[src/rtl/sa_pkg.sv]
// Shared systolic-array types and default sizes.
// Used by the input memory, its controller and the skew feeder.
package sa_pkg;

  localparam int SA_SYS_ROW    = 16;
  localparam int SA_DATA_WIDTH = 16;
  localparam int SA_CNT_WIDTH  = 32;

  typedef logic [SA_DATA_WIDTH-1:0] data_t;

  typedef enum logic [1:0] {
    IDLE,
    STREAM,
    DRAIN,
    FINISH
  } state_t;

endpackage

[src/rtl/skew_delay_line.sv]
// One lane of the west-edge skew: a {valid,data} shift register.
// Invalid entries carry zero data so stale values never reach the array.
module skew_delay_line
  import sa_pkg::*;
#(
  parameter int DEPTH      = 1,
  parameter int DATA_WIDTH = SA_DATA_WIDTH
) (
  input  logic                  clk,
  input  logic                  rstn,
  input  logic                  in_valid,
  input  logic [DATA_WIDTH-1:0] in_data,
  output logic                  out_valid,
  output logic [DATA_WIDTH-1:0] out_data
);

  logic [DATA_WIDTH:0] sr_q [DEPTH];
  logic [DATA_WIDTH:0] head;

  // Zero the data of an empty slot before it enters the line.
  always_comb begin
    head = '0;
    if (in_valid) head = {1'b1, in_data};
  end

  // Shift one stage per cycle; async clear drops everything in flight.
  always_ff @(posedge clk or negedge rstn) begin
    if (!rstn) begin
      for (int i = 0; i < DEPTH; i++)
        sr_q[i] <= '0;
    end else begin
      sr_q[0] <= head;
      for (int i = 1; i < DEPTH; i++)
        sr_q[i] <= sr_q[i-1];
    end
  end

  assign out_valid = sr_q[DEPTH-1][DATA_WIDTH];
  assign out_data  = sr_q[DEPTH-1][DATA_WIDTH-1:0];

endmodule

[src/rtl/input_skew_feeder.sv]
// Diagonal skew between the input memory read port and the array west edge.
// Lane r is delayed r+1 cycles; done follows once the last lane has drained.
module input_skew_feeder
  import sa_pkg::*;
#(
  parameter int SYS_ROW    = SA_SYS_ROW,
  parameter int DATA_WIDTH = SA_DATA_WIDTH,
  parameter int CNT_WIDTH  = SA_CNT_WIDTH
) (
  input  logic                  clk,
  input  logic                  rstn,
  input  logic                  start,
  input  logic [CNT_WIDTH-1:0]  num_row,
  input  logic [SYS_ROW-1:0]    in_valid,
  input  logic [DATA_WIDTH-1:0] in_data [SYS_ROW],
  output logic [SYS_ROW-1:0]    sa_valid,
  output logic [DATA_WIDTH-1:0] sa_data [SYS_ROW],
  output logic                  busy,
  output logic                  done
);

  localparam int DW = $clog2(SYS_ROW + 1);
  localparam logic [CNT_WIDTH-1:0] C_ONE = 1;
  localparam logic [DW-1:0] D_ONE = 1;
  localparam logic [DW-1:0] D_END = DW'(SYS_ROW - 1);

  state_t               state_q;
  state_t               state_d;
  logic [CNT_WIDTH-1:0] num_q;
  logic [CNT_WIDTH-1:0] acc_q;
  logic [CNT_WIDTH-1:0] acc_nxt;
  logic [DW-1:0]        drn_q;
  logic                 arm;
  logic                 accept;
  logic                 last;
  logic                 drn_end;

  assign arm     = (state_q == IDLE) && start;
  assign accept  = (state_q == STREAM) && in_valid[0];
  assign acc_nxt = acc_q + C_ONE;
  assign last    = accept && (acc_nxt == num_q);
  assign drn_end = (drn_q == D_END);

  // State register.
  always_ff @(posedge clk or negedge rstn) begin
    if (!rstn) state_q <= IDLE;
    else       state_q <= state_d;
  end

  // Next state; DRAIN spans SYS_ROW cycles so the last
  // lane's final valid sits in the cycle before done.
  always_comb begin
    state_d = state_q;
    unique case (state_q)
      IDLE: begin
        if (start)
          state_d = (num_row == '0) ? FINISH : STREAM;
      end
      STREAM: begin
        if (last) state_d = DRAIN;
      end
      DRAIN: begin
        if (drn_end) state_d = FINISH;
      end
      FINISH: state_d = IDLE;
      default: state_d = IDLE;
    endcase
  end

  // Latch the length at start and count accepted vectors.
  always_ff @(posedge clk or negedge rstn) begin
    if (!rstn) begin
      num_q <= '0;
      acc_q <= '0;
    end else if (arm) begin
      num_q <= num_row;
      acc_q <= '0;
    end else if (accept) begin
      acc_q <= acc_nxt;
    end
  end

  // Drain timer, running only while in DRAIN.
  always_ff @(posedge clk or negedge rstn) begin
    if (!rstn)                 drn_q <= '0;
    else if (state_q == DRAIN) drn_q <= drn_q + D_ONE;
    else                       drn_q <= '0;
  end

  for (genvar r = 0; r < SYS_ROW; r++) begin : g_lane
    logic lane_v;

    assign lane_v = accept & in_valid[r];

    skew_delay_line #(
      .DEPTH      (r + 1),
      .DATA_WIDTH (DATA_WIDTH)
    ) u_dl (
      .clk       (clk),
      .rstn      (rstn),
      .in_valid  (lane_v),
      .in_data   (in_data[r]),
      .out_valid (sa_valid[r]),
      .out_data  (sa_data[r])
    );
  end

  assign busy = (state_q != IDLE);
  assign done = (state_q == FINISH);

endmodule

[config.mk]
export PLATFORM = sky130hd
export DESIGN_NAME = input_skew_feeder
export DESIGN_NICKNAME = d
export VERILOG_FILES = /design/src/rtl/sa_pkg.sv /design/src/rtl/skew_delay_line.sv /design/src/rtl/input_skew_feeder.sv
export SDC_FILE = /design/constraint.sdc
export NUM_CORES = 1
export LEC_CHECK = 0
export CELL_PAD_IN_SITES_DETAIL_PLACEMENT = 1
export CELL_PAD_IN_SITES_GLOBAL_PLACEMENT = 1
export CORE_ASPECT_RATIO = 1.25
export CORE_UTILIZATION = 36
export CTS_CLUSTER_SIZE = 10
export DETAILED_ROUTE_END_ITERATION = 7
export PLACE_DENSITY = 0.6
export SKIP_CTS_REPAIR_TIMING = 1
export SLEW_MARGIN = 5
export SYNTH_ARGS = -nofsm -noshare
export SYNTH_HDL_FRONTEND = slang
export SYNTH_SLANG_ARGS = --single-unit
[constraint.sdc]
create_clock -name clk -period 3.5 [get_ports clk]
set_input_delay 0.7 -clock clk [delete_from_list [all_inputs] [get_ports clk]]
set_output_delay 0.7 -clock clk [all_outputs]
set_load 0.1 [all_outputs]
==> flow_summary.toml <==
[cts]
cts.htree.levels = 5
clk_pin_slew_worst_paths_ns = 0.06
clock_path_buffers = 4
cts_tree = "yes"
cts.sinks = 2383
insertion_delay_ns = 0.89
clockRootBuffer = "clkbuf_16"
cts_buffers = 292

[synthesis]
synth_nets = 3700
synth_top_area_share_pct = 90.4
async_reset_ff_share_pct = 100
yosysMostFrequentCell = "dfrtp_1"
syn_area_um2 = 66000
synthTopCellsByArea = "dfrtp_1 (90%), buf_4 (2.9%), and2_1 (2.3%)"
ys_seq_elements = 2383
synth-edff-count = 0
syn_inst = 3385
synth_common_cells = "dfrtp_1 (2383), buf_4 (257), and2_1 (246), nand2_1 (116), clkbuf_1 (52)"
synth-seq-area-share_pct = 90.4
synth_top_cell_by_area = "dfrtp_1"
synthDistinctLibCells = 60
syn_avg_cell_area_um2 = 19.5
synth_warnings = 0
synth_flop_cell = "dfrtp_1"

[finish]
drive_above_1_share_pct = 12.8
final_cells = 6450
finalNetCount = 4341
ff_latch_area_um2 = 59600
syn_to_final_growth_pct = 22.8
fillers = 17200
multi_input_area_um2 = 4100

[route]
dr.pass1.iters = 4
vias = 27100
avgRoutedWirePerCell_um = 18.7
totalWireLength_um = 121000
via_per_inst = 4.19
drc = 0
first_iter_violations = 1198
final_antenna_net_count = 0

[place]
gp_congestion = 0.833
io_buffers = 580
place_hpwl_um = 74700
dp.cells = 6120

[sta]
setup_viol_count_final = 0
maxSlewHeadroom_pct = 29.3
min_period_ns = 3.40
worstMarginPinSlew_ns = 1.06
report.final.slew_viol_count = 0
rsz0062_at_grt = "no"
skew_ns = 0.0766
period_share_pct = 97.0
hold_viol_final = 0
fmax_mhz = 295

[global_routing]
grt_first_pass_wirelength_um = 189000
grt_start_max_net_pins = 149
gr-usage-all-layers_pct = 13.6
grt-ovfl-total = 0
antenna_found_initial = 46
first_global_vias = 31700

[worst_setup_path]
critPathCaptureType = "register"
cp-start-kind = "register"
reg2reg_depth = 9
critPathKind = "register to register"
worstPathMaxFanout = 4
timing.reg2reg.setup_slack_ns = 0.10
r2r-start = "acc_q[1]"
cp_cell_sequence = "ha_2 -> nand3_2 -> or4_2 -> o22ai_1 -> nand3b_1 -> or4b_1 -> or3_4 -> o41ai_4 -> mux2_4"
critPathTopFamily = "simple AND/OR/NAND/NOR gates"
reg2reg_to = "state_q[1]"
slowest_delay_ns = 0.68
crit_required_ns = 4.26
crit_path_top_delay_cell = "or4_2"
arrival_ns = 4.15
worstPathBufferInverterCount = 0

[outcome]
status = "completed"

[floorplanning]
die_area_um2 = 185000
core_um2 = 182000
rows = 175
die_h_um = 481
pin_count = 581
start_util_pct = 36.3
die_w_um = 385

[hold_path]
holdPathEnd = "g_lane[7].u_dl.sr_q[50]"
hold_path_depth = 0
hold_path.startpoint = "g_lane[7].u_dl.sr_q[67]"
hold_class = "register to register"

[power_and_ir_drop]
powerDensity_nw_per_um2 = 761
total_power_mw = 61.7
p_clk_share_pct = 40.7
p_comb_share_pct = 9.0
leakage_nw = 41.3
p_seq_share_pct = 50.3
switching_share_pct = 24.3
p_int_mw = 46.7
irDropWorstVdd_mv = 0.512
p_switching_mw = 15.0

[flow_run]
cap_violations = 0
[stage by stage]
step | setup WS, ns | area, um2 | setup TNS (ns) | hold WS (ns) | utilization [%]
after global placement | 0.0131 | 73300 | 0 | 0.331 | 40.3
after floorplan | 0.109 | 66000 | 0 | 0.331 | -
after detailed placement | -0.0967 | 73300 | -0.190 | 0.336 | 40.3
after CTS | -0.0897 | 81000 | -0.169 | -0.362 | 44.5
after global routing | 0.00983 | 81000 | 0 | 0.281 | 44.5
final | 0.105 | 81000 | 0 | 0.270 | 44.5
[layout make-up]
type,instances,share of cell area [%]
inverter,18,0.0834
clock buffer,313,9.30
antenna,5,0.0154
tap,2389,3.69
multi-input combinational,665,5.06
clock inverter,11,0.170
timing repair buffer,666,8.07
sequential,2383,73.6
[routing by layer]
layer  track usage (%)  wire (um)  share of wire, %  vias up
met4              5.11       3560               2.9       52
met1              16.8      48500                40    14300
li1                  -          -                 -    11500
met3              6.24      11900               9.8      322
met2              20.8      56600                47      871
met5                 0        334              0.28        -
[how the worst max path moves through the flow]
stage              from  cells past startpoint          to  slack [ns]
3_5_place_dp   acc_q[1]                     10  state_q[0]        -0.1
4_1_cts        acc_q[1]                      9  state_q[1]       -0.09
3_3_place_gp   acc_q[1]                      9  state_q[1]        0.01
6_report       acc_q[1]                      9  state_q[1]        0.10
5_1_grt        acc_q[1]                      9  state_q[1]        0.01
2_1_floorplan  acc_q[6]                      9  state_q[1]        0.11
[state kept, by name, summed over array words and instances, names as in the netlist]
| name | flops |
|---|---|
| g_lane.u_dl.sr_q | 2057 |
| g_lane.u_dl.out_data | 240 |
| acc_q | 32 |
| num_q | 32 |
| g_lane.u_dl.out_valid | 15 |
| drn_q | 5 |
| state_q | 2 |
[cells by family after synthesis]
kind of cell	after synthesis	synth area share, %
multiplexers	5	0.0834
adder cells (fa/ha/maj)	8	0.152
AND/OR/NAND/NOR	535	4.52
AO/OA/AOI/OAI	53	0.546
flip-flops	2383	90.4
buffers and inverters	337	3.48
XOR/XNOR	64	0.849
[power by group through the flow]
| stage | clock, mW | sequential (mW) | combinational [mW] |
|---|---|---|---|
| finish | 25.1 | 31.0 | 5.57 |
| global route | 27.1 | 31.3 | 5.96 |
| CTS | 26.1 | 31.1 | 5.68 |
| detailed placement | 0 | 31.5 | 5.65 |
| global placement | 0 | 31.3 | 5.58 |
| floorplan | 0 | 31.3 | 3.57 |
[placed cells by master, fill, tap and decap left out, types with 4 or more instances in the layout]
cell,n
dfrtp_1,2383
clkdlybuf4s50_1,480
clkbuf_16,297
and2_1,246
buf_4,158
nand2_1,116
xnor2_1,42
nor2_1,40
and3_1,35
buf_12,25
xor2_1,22
inv_1,17
nand3_1,17
o21ai_0,15
nand4_1,14
a21oi_1,14
nor4_1,13
clkbuf_1,12
or3_1,10
nor3_1,9
ha_1,6
diode_2,5
nor2b_1,5
inv_6,5
mux2i_1,4
clkbuf_8,4
No activity file was read; power rests on OpenSTA's default activity.
